`config.mk`:
```
export PLATFORM = sky130hd
export DESIGN_NAME = stopwatch_ctrl
export DESIGN_NICKNAME = d
export VERILOG_FILES = /design/src/rtl/stopwatch_pkg.sv /design/src/rtl/stopwatch_ctrl_bcd_digit.sv /design/src/rtl/stopwatch_ctrl.sv
export SDC_FILE = /design/constraint.sdc
export NUM_CORES = 1
export LEC_CHECK = 0
export CAP_MARGIN = 20
export CORE_ASPECT_RATIO = 1.25
export CORE_MARGIN = 8
export CORE_UTILIZATION = 59
export DETAILED_ROUTE_END_ITERATION = 8
export PLACE_DENSITY = 0.85
export SLEW_MARGIN = 0
export SYNTH_ARGS = -nofsm -noshare
export SYNTH_HDL_FRONTEND = slang
export SYNTH_SLANG_ARGS = --single-unit
export TNS_END_PERCENT = 100
```
`constraint.sdc`:
```
create_clock -name clk -period 2.8 [get_ports clk]
set_clock_uncertainty 0.15 [all_clocks]
set_input_delay 0.84 -clock clk [delete_from_list [all_inputs] [get_ports clk]]
set_output_delay 0.84 -clock clk [all_outputs]
set_load 0.1 [all_outputs]
```
`src/rtl/stopwatch_pkg.sv`:
```
// Shared state encoding and per-digit limits for the MM:SS stopwatch.
package stopwatch_pkg;

  typedef enum logic [1:0] {
    IDLE  = 2'd0,
    RUN   = 2'd1,
    PAUSE = 2'd2,
    LAP   = 2'd3
  } state_t;

  localparam int SEC_U_MAX = 9;
  localparam int SEC_T_MAX = 5;
  localparam int MIN_U_MAX = 9;
  localparam int MIN_T_MAX = 9;

  // Digit index 0 is seconds units, 3 is minutes tens.
  function automatic int digit_max(input int idx);
    case (idx)
      0:       return SEC_U_MAX;
      1:       return SEC_T_MAX;
      2:       return MIN_U_MAX;
      default: return MIN_T_MAX;
    endcase
  endfunction

endpackage

```
`src/rtl/stopwatch_ctrl_bcd_digit.sv`:
```
// One cascadable BCD digit: counts on en, wraps at MAX and signals carry.
module bcd_digit #(
  parameter int MAX = 9
) (
  input  logic       clk,
  input  logic       rst,
  input  logic       en,
  input  logic       clr,
  output logic [3:0] value,
  output logic       carry_out
);

  localparam logic [3:0] MAX_V = 4'(MAX);

  // ">=" rather than "==" so a corrupted digit still falls back into range.
  assign carry_out = en & (value >= MAX_V);

  always_ff @(posedge clk or negedge rst) begin
    if (!rst) begin
      value <= 4'd0;
    end else if (clr) begin
      value <= 4'd0;
    end else if (en) begin
      value <= (value >= MAX_V) ? 4'd0 : value + 4'd1;
    end
  end

endmodule

```
`src/rtl/stopwatch_ctrl.sv`:
```
// Stopwatch controller: button decode FSM, 1 Hz prescaler, four cascaded BCD
// digits with a lap capture bank and a live/lap display mux.
module stopwatch_ctrl
  import stopwatch_pkg::*;
#(
  parameter int CLK_DIV = 50000000
) (
  input  logic       clk,
  input  logic       rst,
  input  logic       start_stop_btn,
  input  logic       lap_btn,
  input  logic       clear_btn,
  output logic [3:0] disp_d0,
  output logic [3:0] disp_d1,
  output logic [3:0] disp_d2,
  output logic [3:0] disp_d3,
  output logic       running,
  output logic       frozen,
  output logic       rollover
);

  localparam int PW = (CLK_DIV > 2) ? $clog2(CLK_DIV) : 1;
  localparam logic [PW-1:0] PRESC_LAST = PW'(CLK_DIV - 1);

  state_t        state_reg;
  logic [PW-1:0] presc_reg;
  logic          start_q_reg, lap_q_reg, clear_q_reg;
  logic          running_reg, frozen_reg, rollover_reg;
  logic          press_start, press_lap, press_clear;
  logic          active, tick, do_clear, do_capture;
  logic [3:0]    live_val [4];
  logic [3:0]    lap_reg  [4];
  logic [3:0]    digit_en;
  logic [3:0]    carry;

  assign press_start = start_stop_btn & ~start_q_reg;
  assign press_lap   = lap_btn & ~lap_q_reg;
  assign press_clear = clear_btn & ~clear_q_reg;

  assign active = (state_reg == RUN) || (state_reg == LAP);
  assign tick   = active && (presc_reg == PRESC_LAST);

  always_comb begin
    do_clear   = 1'b0;
    do_capture = 1'b0;
    if (state_reg == PAUSE) do_clear = press_clear;
    // Start outranks lap in RUN, so a simultaneous start suppresses the capture.
    if (state_reg == RUN) do_capture = press_lap & ~press_start;
  end

  always_ff @(posedge clk or negedge rst) begin
    if (!rst) begin
      start_q_reg <= 1'b0;
      lap_q_reg   <= 1'b0;
      clear_q_reg <= 1'b0;
    end else begin
      start_q_reg <= start_stop_btn;
      lap_q_reg   <= lap_btn;
      clear_q_reg <= clear_btn;
    end
  end

  always_ff @(posedge clk or negedge rst) begin
    if (!rst) begin
      state_reg   <= IDLE;
      running_reg <= 1'b0;
      frozen_reg  <= 1'b0;
    end else begin
      case (state_reg)
        IDLE: begin
          if (press_start) begin
            state_reg   <= RUN;
            running_reg <= 1'b1;
          end
        end
        RUN: begin
          if (press_start) begin
            state_reg   <= PAUSE;
            running_reg <= 1'b0;
          end else if (press_lap) begin
            state_reg  <= LAP;
            frozen_reg <= 1'b1;
          end
        end
        PAUSE: begin
          if (press_clear) begin
            state_reg <= IDLE;
          end else if (press_start) begin
            state_reg   <= RUN;
            running_reg <= 1'b1;
          end
        end
        LAP: begin
          if (press_start) begin
            state_reg   <= PAUSE;
            running_reg <= 1'b0;
            frozen_reg  <= 1'b0;
          end else if (press_lap) begin
            state_reg  <= RUN;
            frozen_reg <= 1'b0;
          end
        end
        default: begin
          state_reg   <= IDLE;
          running_reg <= 1'b0;
          frozen_reg  <= 1'b0;
        end
      endcase
    end
  end

  always_ff @(posedge clk or negedge rst) begin
    if (!rst) begin
      presc_reg    <= '0;
      rollover_reg <= 1'b0;
    end else begin
      if (active) begin
        presc_reg <= tick ? '0 : presc_reg + 1'b1;
      end else if (do_clear) begin
        presc_reg <= '0;
      end
      // Top-digit carry can only happen when every lower digit wrapped too.
      rollover_reg <= carry[3];
    end
  end

  generate
    for (genvar gi = 0; gi < 4; gi++) begin : g_digit
      if (gi == 0) begin : g_first
        assign digit_en[gi] = tick;
      end else begin : g_chain
        assign digit_en[gi] = carry[gi-1];
      end

      bcd_digit #(
        .MAX(digit_max(gi))
      ) u_digit (
        .clk      (clk),
        .rst      (rst),
        .en       (digit_en[gi]),
        .clr      (do_clear),
        .value    (live_val[gi]),
        .carry_out(carry[gi])
      );

      always_ff @(posedge clk or negedge rst) begin
        if (!rst) begin
          lap_reg[gi] <= 4'd0;
        end else if (do_capture) begin
          lap_reg[gi] <= live_val[gi];
        end
      end
    end
  endgenerate

  assign disp_d0  = frozen_reg ? lap_reg[0] : live_val[0];
  assign disp_d1  = frozen_reg ? lap_reg[1] : live_val[1];
  assign disp_d2  = frozen_reg ? lap_reg[2] : live_val[2];
  assign disp_d3  = frozen_reg ? lap_reg[3] : live_val[3];
  assign running  = running_reg;
  assign frozen   = frozen_reg;
  assign rollover = rollover_reg;

endmodule

```
# Yosys cells after proc, flatten, opt, wreduce, memory -nomap -nowiden
# Cells that the tools add are included.
# word_totals
ff_bits,66
latch_bits,0
ram_bits,0
romBits,0
inputBits,5
out_inout_bits,19
word_cells,97
mem_count,0
# classes
add_sub_neg,5
mul,0
div,0
n_lt_le_gt_ge,4
eq_ne,10
n_shift,0
muxes,37
bitwise,12
reduce_logical,13
# ops
operator,count
2-to-1 mux 26 bit,3
2-to-1 mux 4 bit,16
"adder 26 x 1 -> 26 bit, second input constant",1
"== test 26 bit, second input constant",1
"adder 4 x 1 -> 4 bit, second input constant",4
"greater-or-equal comparator 4 bit, second input constant",3
2-to-1 mux 2 bit,6
nonzero test 2 bit,6
2-to-1 mux 1 bit,9
bitwise AND 1 bit,8
one-hot mux 2 bit (4 select lines),1
"!= test 2 bit, second input constant",3
"!= test 3 bit, second input constant",2
"== test 2 bit, second input constant",2
"greater-or-equal comparator 4 x 3 -> 1 bit, second input constant",1
inverter 1 bit,4
AND reduction 2 bit,2
AND reduction 4 bit,1
one-hot mux 1 bit (3 select lines),1
"== test 2 x 1 -> 1 bit, second input constant",1
logical NOT 2 bit,1
"!= test 2 x 1 -> 1 bit, second input constant",1
one-hot mux 1 bit (2 select lines),1
OR reduction 2 bit,1
2 further kinds,2

# Depth between registers and ports, before layout
# depth
word_depth,8
depth_mapped,7
depth_no_buf,7

# Cells and area by module
# A second synthesis with hierarchy kept.
# unflattened
cells_unflattened,380
area_unflattened_um2,3813.7
# by_module_without_submodules
mod,n_inst,cells_per_inst,area_each_um2,seq_area_each_um2
stopwatch_ctrl,1,261,2658.8,1251.2
bcd_digit at g_digit[0].u_digit ...,3,30,296.5,100.1
bcd_digit at g_digit[1].u_digit,1,29,265.3,100.1

# Least setup slack after synthesis
# No wires, ideal clock.
# synth_timing
path_type,register to output
startpoint,"register frozen_reg, in the netlist frozen"
endpoint,output disp_d0[0]
arrival_ps,3364
setup_slack_ps,-1554
stages_incl_launch_ff,4
n_path_buf,2
cell_sequence,dfrtp_1 clkbuf_1 clkbuf_1 o21ai_0
# synth_between
elab_chain_len,1
# synth_lines
element,line,rtl
from (decl),stopwatch_ctrl.sv:28,"logic running_reg, frozen_reg, rollover_reg;"
from (signal assigned),stopwatch_ctrl.sv:67,frozen_reg <= 1'b0;
from (signal assigned),stopwatch_ctrl.sv:82,frozen_reg <= 1'b1;
from (signal assigned),stopwatch_ctrl.sv:97,frozen_reg <= 1'b0;
2-to-1 mux 4 bit,stopwatch_ctrl.sv:156,assign disp_d0 = frozen_reg ? lap_reg[0] : live_val[0];
to (decl),stopwatch_ctrl.sv:13,"output logic [3:0] disp_d0,"
# No other way between the ends.

# Worst setup path in the final report
# layout_timing
startpoint,"register frozen_reg, in the netlist frozen"
endpoint,output disp_d0[2]
# Same word-level chain as after synthesis.

==> results.py <==
metrics = {
    "worst_setup_path": {
        "crit_path_end_kind": "output pin",
        "cpLargestDelayFamily": "flip-flops",
        "cp_max_fo": 28,
        "crit_path_start_kind": "flop",
        "cp_data_required_time_ps": 1810,
        "worstPathArrival_ps": 1650,
        "path_buf_inv": 1,
        "crit_path_max_incr_delay_ps": 680,
        "critPathSlowestCell": "dfrtp_4",
        "crit_type": "flop to output pin",
        "worstPathCellList": "mux2_2 > buf_12",
    },
    "sta": {
        "worst-slew-pin-transition_ps": 455,
        "rsz0062_at_grt": "false",
        "fin_crit_sh_pct": 94.3,
        "maxSlewHeadroom_pct": 69.4,
        "slew_viol_final": 0,
        "finalHoldViolCount": 0,
        "final.min_clock_period_ps": 2640,
        "worst_slack_ps": 161,
        "fmax_ghz": 0.379,
        "finalSetupViolCount": 0,
        "tns_ps": 0,
    },
    "floorplan": {
        "die_w_microns": 86.3,
        "top_level_ports": 24,
        "die_h_microns": 104,
        "start_util_pct": 59.9,
        "row_count": 32,
        "core_sq_mm": 0.00609,
        "die-area_sq_mm": 0.00896,
    },
    "routing": {
        "dr.pass1.iters": 5,
        "drt_iter0_drc": 179,
        "routedWlPerCell_microns": 16.8,
        "via_per_inst": 6.12,
        "ant_nets": 0,
        "vias": 3148,
        "drc": 0,
        "wirelength_mm": 8.66,
    },
    "global_route": {
        "grt_use_total_pct": 19.9,
        "gr-total-overflow": 0,
        "antenna_found_initial": 0,
        "grt_pass1_wl_mm": 14.4,
        "grt_max_degree": 67,
        "grt_pass1_vias": 3109,
    },
    "min_path": {
        "hp-class": "input port to async pin",
    },
    "cts": {
        "numClockSinks": 66,
        "clk_pin_slew_ps": 80,
        "htree_levels": 3,
        "insertion_delay_ps": 360,
        "cts_tree": "yes",
        "cts_buffer_depth": 2,
        "postCtsSetupBuffers": 0,
        "ctsHoldBuffers": 0,
        "cts_root_buf": "clkbuf_8",
        "cts_inserted_buffers": 9,
    },
    "placement": {
        "dp_slack_ps": 110,
        "hpwl_mm": 6.10,
        "place.gp.congestion": 0.868,
        "io_buffer_count": 23,
    },
    "pwr": {
        "ir_drop_v": 0.000707,
        "p_per_area_mw_per_mm2": 1310,
        "p_leak_nw": 1.92,
    },
    "yosys": {
        "synth.top_cell.area_share_pct": 45.3,
        "syn_area_sq_mm": 0.00364,
        "async_reset_ff_share_pct": 100,
        "synth_edf_count": 0,
        "synth_seq_area_share_pct": 45.3,
        "synth.area.top_cells": "dfrtp_1, o21ai_0, ha_1",
        "netlist_instances": 389,
        "synthFlopType": "dfrtp_1",
        "yosys.cell_types.count": 51,
        "syn_nets": 407,
        "yosys_warnings": 0,
        "synth_top_area_cell": "dfrtp_1",
        "syn_avg_cell_area_sq_um": 9.37,
        "synth-seq-cells": 66,
    },
    "cells_and_area": {
        "layout_common_cells": "dfrtp_1, nand2_1, o21ai_0",
        "n_fill_cell": 422,
        "layout-drive-gt1-share_pct": 18.9,
        "multi_input_area_sq_mm": 0.00189,
        "final_common_cell": "dfrtp_1",
        "syn_to_final_growth_pct": 22.8,
        "diodes": 0,
        "ff_latch_area_sq_mm": 0.00166,
        "fin_nets": 442,
        "utilization_pct": 73.5,
        "largest_reg_flops": 26,
    },
    "run_status": {
        "outcome": "finished clean",
    },
    "run": {
        "maxCapViolations": 0,
    },
}
Yosys cell counts (2+ instances only):
library cell   n
inv_1         21
nand4b_1       3
xor2_1         3
or4_1          7
a21oi_1       28
o21ai_0       43
or3_1          9
and3_1         2
nand2b_1       7
a21o_1         4
nand4_1       17
nor2b_1        5
o31ai_1        4
nor3_1         3
a31oi_1        9
nor2_1        16
ha_1          13
and2_1         3
nand3_1       16
nor4_1         6
nand2_1       42
a22o_1         3
nor4_4         3
dfrtp_1       66
mux2i_1        4
o211ai_1       3
xnor2_1        2
clkbuf_1      10
mux2_2        14
buf_2          2
worst register-to-register path, stage by stage (launching register included):
cell	delay, ps
dfrtp_1	420
ha_1	230
nand4_1	280
or4_1	710
o21ai_1	170
buf_4	220
o21ai_0	110
a21o_1	190
per-layer routing:
layer	share of wire [%]	GRT usage [%]	vias up
li1	-	-	1500
met2	52	33.5	73
met4	2.6	11.1	0
met1	41	22.6	1554
met3	4.7	4.11	21
met5	0	0	-
through the flow:
stage	std cells	area, sq um	power, W	hold WS [ps]
after floorplan	389	3690	0.00383	300
after global placement	498	4250	0.00483	311
after detailed placement	498	4250	0.00496	327
after CTS	514	4470	0.00587	344
after global routing	514	4480	0.00617	371
final	514	4480	0.00587	331
layout make-up:
| class | instances | area share (%) |
|---|---|---|
| clock buffer | 10 | 3.08 |
| clock inverter | 6 | 2.01 |
| inverter | 21 | 1.76 |
| multi-input combinational | 288 | 42.3 |
| sequential | 66 | 37.0 |
| tap | 85 | 2.38 |
| timing repair buffer | 38 | 11.5 |
worst paths after layout:
check	slack, ps	depth (start not counted)	startpoint	end
max	160	2	frozen	disp_d0[2]
min	330	2	rst	lap_reg[7]
max reg2reg	210	7	presc_reg[0]	presc_reg[7]
min reg2reg	340	2	lap_reg[8]	lap_reg[8]
max in group asynchronous	1870	2	rst	presc_reg[11]
min in group clk	340	2	lap_reg[8]	lap_reg[8]
cells by family (layout without fill, tap and decap cells):
logic type               count (synthesis)  after routing  share of synthesized area, %
AO/OA/AOI/OAI                          105            105                          16.8
adder cells (fa/ha/maj)                 13             13                          4.46
buffers and inverters                   35             75                          3.88
XOR/XNOR                                 5              5                          1.20
flip-flops                              66             66                          45.3
AND/OR/NAND/NOR                        147            147                          22.9
multiplexers                            18             18                          5.43
report_power, final:
group          internal [W]  switching [W]
clock              0.000526       0.000383
sequential          0.00130       0.000452
combinational       0.00114        0.00207
total               0.00296        0.00291
what timing repair did:
item	in CTS	in global routing
setup endpoints to repair	0	7
hold endpoints to repair	0	0
resized for setup	0	1
No activity file was read; power rests on OpenSTA's default activity.
